## config.mk

```make
export PLATFORM = sky130hd
export DESIGN_NAME = sram_frame_reader
export DESIGN_NICKNAME = d
export VERILOG_FILES = /design/src/rtl/ssm_vga_pkg.sv /design/src/rtl/sram_wr_buffer.sv /design/src/rtl/sram_frame_reader.sv
export SDC_FILE = /design/constraint.sdc
export NUM_CORES = 1
export LEC_CHECK = 0
export CELL_PAD_IN_SITES_DETAIL_PLACEMENT = 1
export CELL_PAD_IN_SITES_GLOBAL_PLACEMENT = 1
export CORE_MARGIN = 3
export CORE_UTILIZATION = 33
export DETAILED_ROUTE_END_ITERATION = 7
export PLACE_DENSITY = 0.9
export SYNTH_ARGS = -nofsm -noshare
export SYNTH_HDL_FRONTEND = slang
export SYNTH_SLANG_ARGS = --single-unit
```

## constraint.sdc

```tcl
create_clock -name iCLK -period 1.8 [get_ports iCLK]
set_input_delay 0.27 -clock iCLK [delete_from_list [all_inputs] [get_ports iCLK]]
set_output_delay 0.27 -clock iCLK [all_outputs]
set_load 0.01 [all_outputs]
```

## src/rtl/ssm_vga_pkg.sv

```systemverilog
`default_nettype none
// ============================================================================
//  Module      : ssm_vga_pkg
//  Description : Shared widths, SRAM slot states and colour field layout for
//                the frame-buffer SRAM reader.
//  Revision    : 1.0 - initial release
// ============================================================================
package ssm_vga_pkg;

  localparam int ADDR_W  = 18;   // 9-bit X + 9-bit Y word address
  localparam int DATA_W  = 16;

  // Colour fields inside one SRAM word; low nibble is unused padding
  localparam int R_MSB   = 15;
  localparam int G_MSB   = 11;
  localparam int B_MSB   = 7;
  localparam int FIELD_W = 4;
  localparam int PAD_W   = 6;

  typedef enum logic [1:0] {
    ST_IDLE  = 2'd0,
    ST_READ  = 2'd1,
    ST_WRITE = 2'd2
  } state_t;

endpackage
`default_nettype wire

```

## src/rtl/sram_wr_buffer.sv

```systemverilog
`default_nettype none
// ============================================================================
//  Module      : sram_wr_buffer
//  Description : One-entry valid/ready holding register for pixel-writer
//                requests. Ready is registered and equals ~pend.
//  Revision    : 1.0 - initial release
// ============================================================================
module sram_wr_buffer #(
  parameter int ADDR_W = ssm_vga_pkg::ADDR_W,
  parameter int DATA_W = ssm_vga_pkg::DATA_W
) (
  input  logic              iCLK,
  input  logic              iRST_N,
  input  logic              iWr_valid,
  input  logic [ADDR_W-1:0] iWr_addr,
  input  logic [DATA_W-1:0] iWr_data,
  input  logic              iIssue,
  output logic              oWr_ready,
  output logic              oPend,
  output logic [ADDR_W-1:0] oAddr,
  output logic [DATA_W-1:0] oData
);

  logic              r_pend;
  logic              r_ready;
  logic [ADDR_W-1:0] r_addr;
  logic [DATA_W-1:0] r_data;

  // Capture a request on transfer; free the entry on the edge it is issued,
  // since the SRAM data/address registers take their copy on that same edge.
  always_ff @(posedge iCLK or negedge iRST_N) begin
    if (!iRST_N) begin
      r_pend  <= 1'b0;
      r_ready <= 1'b1;
      r_addr  <= '0;
      r_data  <= '0;
    end else if (iIssue) begin
      r_pend  <= 1'b0;
      r_ready <= 1'b1;
    end else if (iWr_valid && r_ready) begin
      r_pend  <= 1'b1;
      r_ready <= 1'b0;
      r_addr  <= iWr_addr;
      r_data  <= iWr_data;
    end
  end

  assign oWr_ready = r_ready;
  assign oPend     = r_pend;
  assign oAddr     = r_addr;
  assign oData     = r_data;

endmodule
`default_nettype wire

```

## src/rtl/sram_frame_reader.sv

```systemverilog
`default_nettype none
// ============================================================================
//  Module      : sram_frame_reader
//  Description : Time-slots a 16-bit async SRAM between 2x2-doubled VGA
//                scan-out reads (even X in active video) and pixel-writer
//                requests (odd X and blanking). Unpacks read words into
//                10-bit R/G/B.
//  Revision    : 1.0 - initial release
// ============================================================================
module sram_frame_reader #(
  parameter int          ADDR_W    = ssm_vga_pkg::ADDR_W,
  parameter int          DATA_W    = ssm_vga_pkg::DATA_W,
  parameter logic [29:0] BLANK_RGB = 30'h0
) (
  input  logic              iCLK,
  input  logic              iRST_N,
  input  logic [9:0]        iCoord_X,
  input  logic [9:0]        iCoord_Y,
  input  logic              iActive,
  input  logic              iWr_valid,
  input  logic [ADDR_W-1:0] iWr_addr,
  input  logic [DATA_W-1:0] iWr_data,
  output logic              oWr_ready,
  output logic [ADDR_W-1:0] oSRAM_ADDR,
  output logic [DATA_W-1:0] oSRAM_DQ,
  output logic              oSRAM_DQ_OE,
  input  logic [DATA_W-1:0] iSRAM_DQ,
  output logic              oSRAM_WE_N,
  output logic              oSRAM_OE_N,
  output logic [9:0]        oRed,
  output logic [9:0]        oGreen,
  output logic [9:0]        oBlue,
  output logic              oPix_valid
);

  import ssm_vga_pkg::*;

  state_t            r_state, w_state_nxt;
  logic              w_rd_slot;
  logic              w_issue;
  logic              w_pend;
  logic [ADDR_W-1:0] w_buf_addr;
  logic [DATA_W-1:0] w_buf_data;
  logic [ADDR_W-1:0] r_addr, w_addr_nxt;
  logic [DATA_W-1:0] r_dq, w_dq_nxt;
  logic              r_we_n, w_we_n_nxt;
  logic              r_oe_n, w_oe_n_nxt;
  logic              r_dq_oe, w_dq_oe_nxt;
  logic              r_act_d1;
  logic              r_pix_valid;
  logic [29:0]       r_rgb;
  logic [29:0]       w_rgb_word;
  logic              w_unused_bits;

  // Even X in the visible region belongs to scan-out; everything else may write
  assign w_rd_slot = iActive & ~iCoord_X[0];
  assign w_issue   = ~w_rd_slot & w_pend;

  sram_wr_buffer #(
    .ADDR_W (ADDR_W),
    .DATA_W (DATA_W)
  ) u_wr_buffer (
    .iCLK      (iCLK),
    .iRST_N    (iRST_N),
    .iWr_valid (iWr_valid),
    .iWr_addr  (iWr_addr),
    .iWr_data  (iWr_data),
    .iIssue    (w_issue),
    .oWr_ready (oWr_ready),
    .oPend     (w_pend),
    .oAddr     (w_buf_addr),
    .oData     (w_buf_data)
  );

  // Next slot and its SRAM pin values; read and write are exclusive by state
  always_comb begin
    w_state_nxt = ST_IDLE;
    w_addr_nxt  = r_addr;
    w_dq_nxt    = r_dq;
    w_we_n_nxt  = 1'b1;
    w_oe_n_nxt  = 1'b1;
    w_dq_oe_nxt = 1'b0;
    if (w_rd_slot) begin
      w_state_nxt = ST_READ;
      w_addr_nxt  = {iCoord_X[9:1], iCoord_Y[9:1]};
      w_oe_n_nxt  = 1'b0;
    end else if (w_pend) begin
      w_state_nxt = ST_WRITE;
      w_addr_nxt  = w_buf_addr;
      w_dq_nxt    = w_buf_data;
      w_we_n_nxt  = 1'b0;
      w_dq_oe_nxt = 1'b1;
    end
  end

  // State and SRAM pins are all registered; reset forces WE_N high at once
  always_ff @(posedge iCLK or negedge iRST_N) begin
    if (!iRST_N) begin
      r_state <= ST_IDLE;
      r_addr  <= '0;
      r_dq    <= '0;
      r_we_n  <= 1'b1;
      r_oe_n  <= 1'b1;
      r_dq_oe <= 1'b0;
    end else begin
      r_state <= w_state_nxt;
      r_addr  <= w_addr_nxt;
      r_dq    <= w_dq_nxt;
      r_we_n  <= w_we_n_nxt;
      r_oe_n  <= w_oe_n_nxt;
      r_dq_oe <= w_dq_oe_nxt;
    end
  end

  // Nibble fields widened to 10 bits by zero padding below the MSBs
  assign w_rgb_word = {iSRAM_DQ[R_MSB -: FIELD_W], {PAD_W{1'b0}},
                       iSRAM_DQ[G_MSB -: FIELD_W], {PAD_W{1'b0}},
                       iSRAM_DQ[B_MSB -: FIELD_W], {PAD_W{1'b0}}};
  assign w_unused_bits = ^{iSRAM_DQ[B_MSB-FIELD_W:0], iCoord_Y[0]};

  // Sample read data at the end of a read slot and hold it across the odd-X
  // cycle so each word covers its pixel pair; blank outside active video
  always_ff @(posedge iCLK or negedge iRST_N) begin
    if (!iRST_N) begin
      r_act_d1    <= 1'b0;
      r_pix_valid <= 1'b0;
      r_rgb       <= BLANK_RGB;
    end else begin
      r_act_d1    <= iActive;
      r_pix_valid <= r_act_d1;
      if (r_state == ST_READ) begin
        r_rgb <= w_rgb_word;
      end else if (!r_act_d1) begin
        r_rgb <= BLANK_RGB;
      end
    end
  end

  assign oSRAM_ADDR  = r_addr;
  assign oSRAM_DQ    = r_dq;
  assign oSRAM_DQ_OE = r_dq_oe;
  assign oSRAM_WE_N  = r_we_n;
  assign oSRAM_OE_N  = r_oe_n;
  assign oRed        = r_rgb[29:20];
  assign oGreen      = r_rgb[19:10];
  assign oBlue       = r_rgb[9:0];
  assign oPix_valid  = r_pix_valid;

endmodule
`default_nettype wire

```

==> run_results.csv <==
group,metric,value,unit
outcome,status,"finished, final reports clean",
power_and_ir_drop,seq_power_share,47.0,%
worst_setup_path,start_kind,"flop",
cells_and_area,fin_nets,472,
power_and_ir_drop,p_per_area,1270,nW/µm²
yosys,synth_top_area_share,59.7,%
run,maxCapViolCount,0,
die,rows,37,
detailed_routing,drtPass1Iterations,4,
worst_setup_path,path_buf_inv,1,
yosys,yosysSeqAreaShare,61.9,%
yosys,synth_fa_ha_area_share,0,%
placement,hpwl,6070,µm
worst_setup_path,arrival,1.43,ns
detailed_routing,via_per_inst,4.52,
worst_setup_path,crit_slowest_cell,"clkdlybuf4s50_1",
grt,grt_usage,13.9,%
grt,antenna_found_initial,0,
sta,hold_viol_final,0,
placement,io_buffers,119,
yosys,synth_seq_cells,88,
yosys,syn-mean-instance-area,13.1,µm²
worst_setup_path,path_max_fanout,3,
sta,final.min_clock_period,1.70,ns
sta,setup_viol,0,
yosys,synth_top_family_by_area,"multiplexers",
cells_and_area,drive_above_1_share,19.9,%
clock_network,clockRootBuffer,"clkbuf_8",
cells_and_area,syn_to_final_growth,43.4,%
power_and_ir_drop,p_int,0.00473,W
die,core,10400,µm²
yosys,synth_area,3560,µm²
die,die_x,110,µm
yosys,synth_top_cell_by_area,"dfrtp_1",
sta,skew,0.0143,ns
grt,grt-ovfl-total,0,
cells_and_area,final-instance-count-excl-fill,539,
clock_network,path_clk_slew,0.09,ns
yosys,ys_top_cells_by_area,"dfrtp_1, mux2_2, mux2i_1, nand2_1, buf_4",
yosys,yosysUniqueCellTypes,19,
sta,slew_headroom,43.1,%
power_and_ir_drop,combinationalPowerShare,29.7,%
min_path,worst_hold_path_type,"in2reg",
clock_network,ctsHoldBuffers,1,
detailed_routing,dr_total_vias,2436,
worst_setup_path,worstPathCellList,"clkdlybuf4s50_1",
detailed_routing,wl,8330,µm
sta,whs,0.445,ns
placement,place_congestion,0.667,
clock_network,post_cts_buffers,0,
die,die_h,110,µm
yosys,syn_inst,273,
worst_setup_path,crit_family,"buffers and inverters",
clock_network,clock_insertion_delay_worst_skew,0.34,ns
clock_network,cts.htree.levels,3,
power_and_ir_drop,p_sw,0.00175,W
sta,clock.fmax,0.588,GHz
cells_and_area,n_fill_cell,1102,
cells_and_area,antenna_cells,0,
clock_network,cts_tree,"done",
cells_and_area,layout_common_cells,"clkdlybuf4s50_1, dfrtp_1, mux2_2",
cells_and_area,final_common_cell,"clkdlybuf4s50_1",
worst_setup_path,critPathCaptureType,"primary output",
grt,grt_pass1_wl,12900,µm
sta,worstMarginPinSlew,0.851,ns
clock_network,numCtsBuffers,9,
yosys,synth_warnings,0,
detailed_routing,drcViolationCount,0,
yosys,synth_compound_area_share,3.27,%
clock_network,cts.sinks,88,
die,start_util,34.2,%
grt,grt_pass1_vias,2647,
yosys,yosys.area_share.simple,7.23,%
detailed_routing,wl_per_cell,15.5,µm
sta,final.period_utilization,94.5,%
detailed_routing,antenna_left,0,
sta,rsz0062_at_grt,"no",
yosys,synthMuxAreaShare,20.9,%
worst_setup_path,crit_type,"reg2out",
cells_and_area,fin_util,49.1,%
placement,dp.cells,522,
yosys,synth-xor-area-share,0,%
sta,fin_ws,0.0992,ns
power_and_ir_drop,clockPowerShare,23.3,%
grt,grt_max_degree,89,
worst_setup_path,crit_path_max_incr_delay,0.56,ns
power_and_ir_drop,p_leak,2.21,nW
die,ios,143,
detailed_routing,drt_iter0_drc,68,
worst_setup_path,required,1.53,ns
sta,slew_violations,0,
power_and_ir_drop,switching_share,26.9,%
placement,pre_cts_ws,-0.0306,ns
die,dieArea,12100,µm²
clock_network,cts_resized,0,
power_and_ir_drop,ir_drop,0.592,mV
clock_network,cts_buffer_depth,2,
[metrics by stage]
stage	instance area [µm²]	total power (W)	setup TNS (ns)
floorplan	3630	0.00398	0
global placement	4880	0.00491	-0.00357
detailed placement	4880	0.00506	-0.592
CTS	5110	0.00660	0
global route	5110	0.00689	0
finish	5110	0.00648	0
[flip-flops by register name (all words and copies together), names as in the netlist]
name and count:
r_rgb 12, u_wr_buffer.oAddr 18, oSRAM_DQ 16, u_wr_buffer.oWr_ready 1
r_act_d1 1, oSRAM_WE_N 1, oSRAM_DQ_OE 1, u_wr_buffer.oData 16
r_state 1, u_wr_buffer.oPend 1, oSRAM_ADDR 18, oSRAM_OE_N 1
oPix_valid 1
[power by group through the flow]
| stage | logic [W] | registers (W) | clock network (W) |
|---|---|---|---|
| after floorplan | 0.000840 | 0.00314 | 0 |
| after global placement | 0.00188 | 0.00303 | 0 |
| after detailed placement | 0.00196 | 0.00310 | 0 |
| after CTS | 0.00197 | 0.00307 | 0.00156 |
| after global routing | 0.00210 | 0.00314 | 0.00165 |
| final | 0.00193 | 0.00305 | 0.00151 |
[final timing paths]
path	end	startpoint	slack, ns	cells past startpoint
hold / removal	r_rgb[7]$_DFFE_PN0P_	iSRAM_DQ[5]	0.45	3
setup / recovery	oWr_ready	u_wr_buffer.oWr_ready$_DFFE_PN1P_	0.1	1
setup reg to reg	u_wr_buffer.oAddr[13]$_DFFE_PN0P_	u_wr_buffer.oWr_ready$_DFFE_PN1P_	0.31	4
max in group asynchronous	oSRAM_OE_N$_DFF_PN1_	iRST_N	0.88	3
hold reg to reg	u_wr_buffer.oWr_ready$_DFFE_PN1P_	u_wr_buffer.oWr_ready$_DFFE_PN1P_	0.50	2
min in group asynchronous	oSRAM_DQ[8]$_DFFE_PN0P_	iRST_N	0.51	3
[synthesized netlist by cell type (all sizes together)]
library cell,number
dfrtp,85
buf,29
o21ai,20
clkbuf,3
nor2b,1
nand3,12
dfstp,3
nand2b,2
conb,1
nand2,45
inv,3
mux2,50
mux2i,18
a21oi,1
[logic make-up (layout without fill, tap and decap cells)]
group,count (synthesis),in the layout
simple gates,60,60
buf+inv,35,148
mux,68,68
other cells,1,18
flops,88,88
compound gates,21,21
[per-layer routing]
layer  share of wire [%]  global-route usage, %
met1                  39                   16.2
met2                  51                   24.0
met3                 8.7                   4.76
met4                 1.2                   4.54
met5                   0                      0
[area by class of cell]
type | instances | area, µm² | share of cell area, %
sequential | 88 | 2210 | 43.2
tap | 136 | 170 | 3.33
clock inverter | 4 | 77.6 | 1.52
clock buffer | 12 | 145 | 2.84
timing repair buffer | 129 | 1320 | 25.8
multi-input combinational | 167 | 1180 | 23.2
inverter | 3 | 11.3 | 0.220
(Power assumes the default switching activity.)
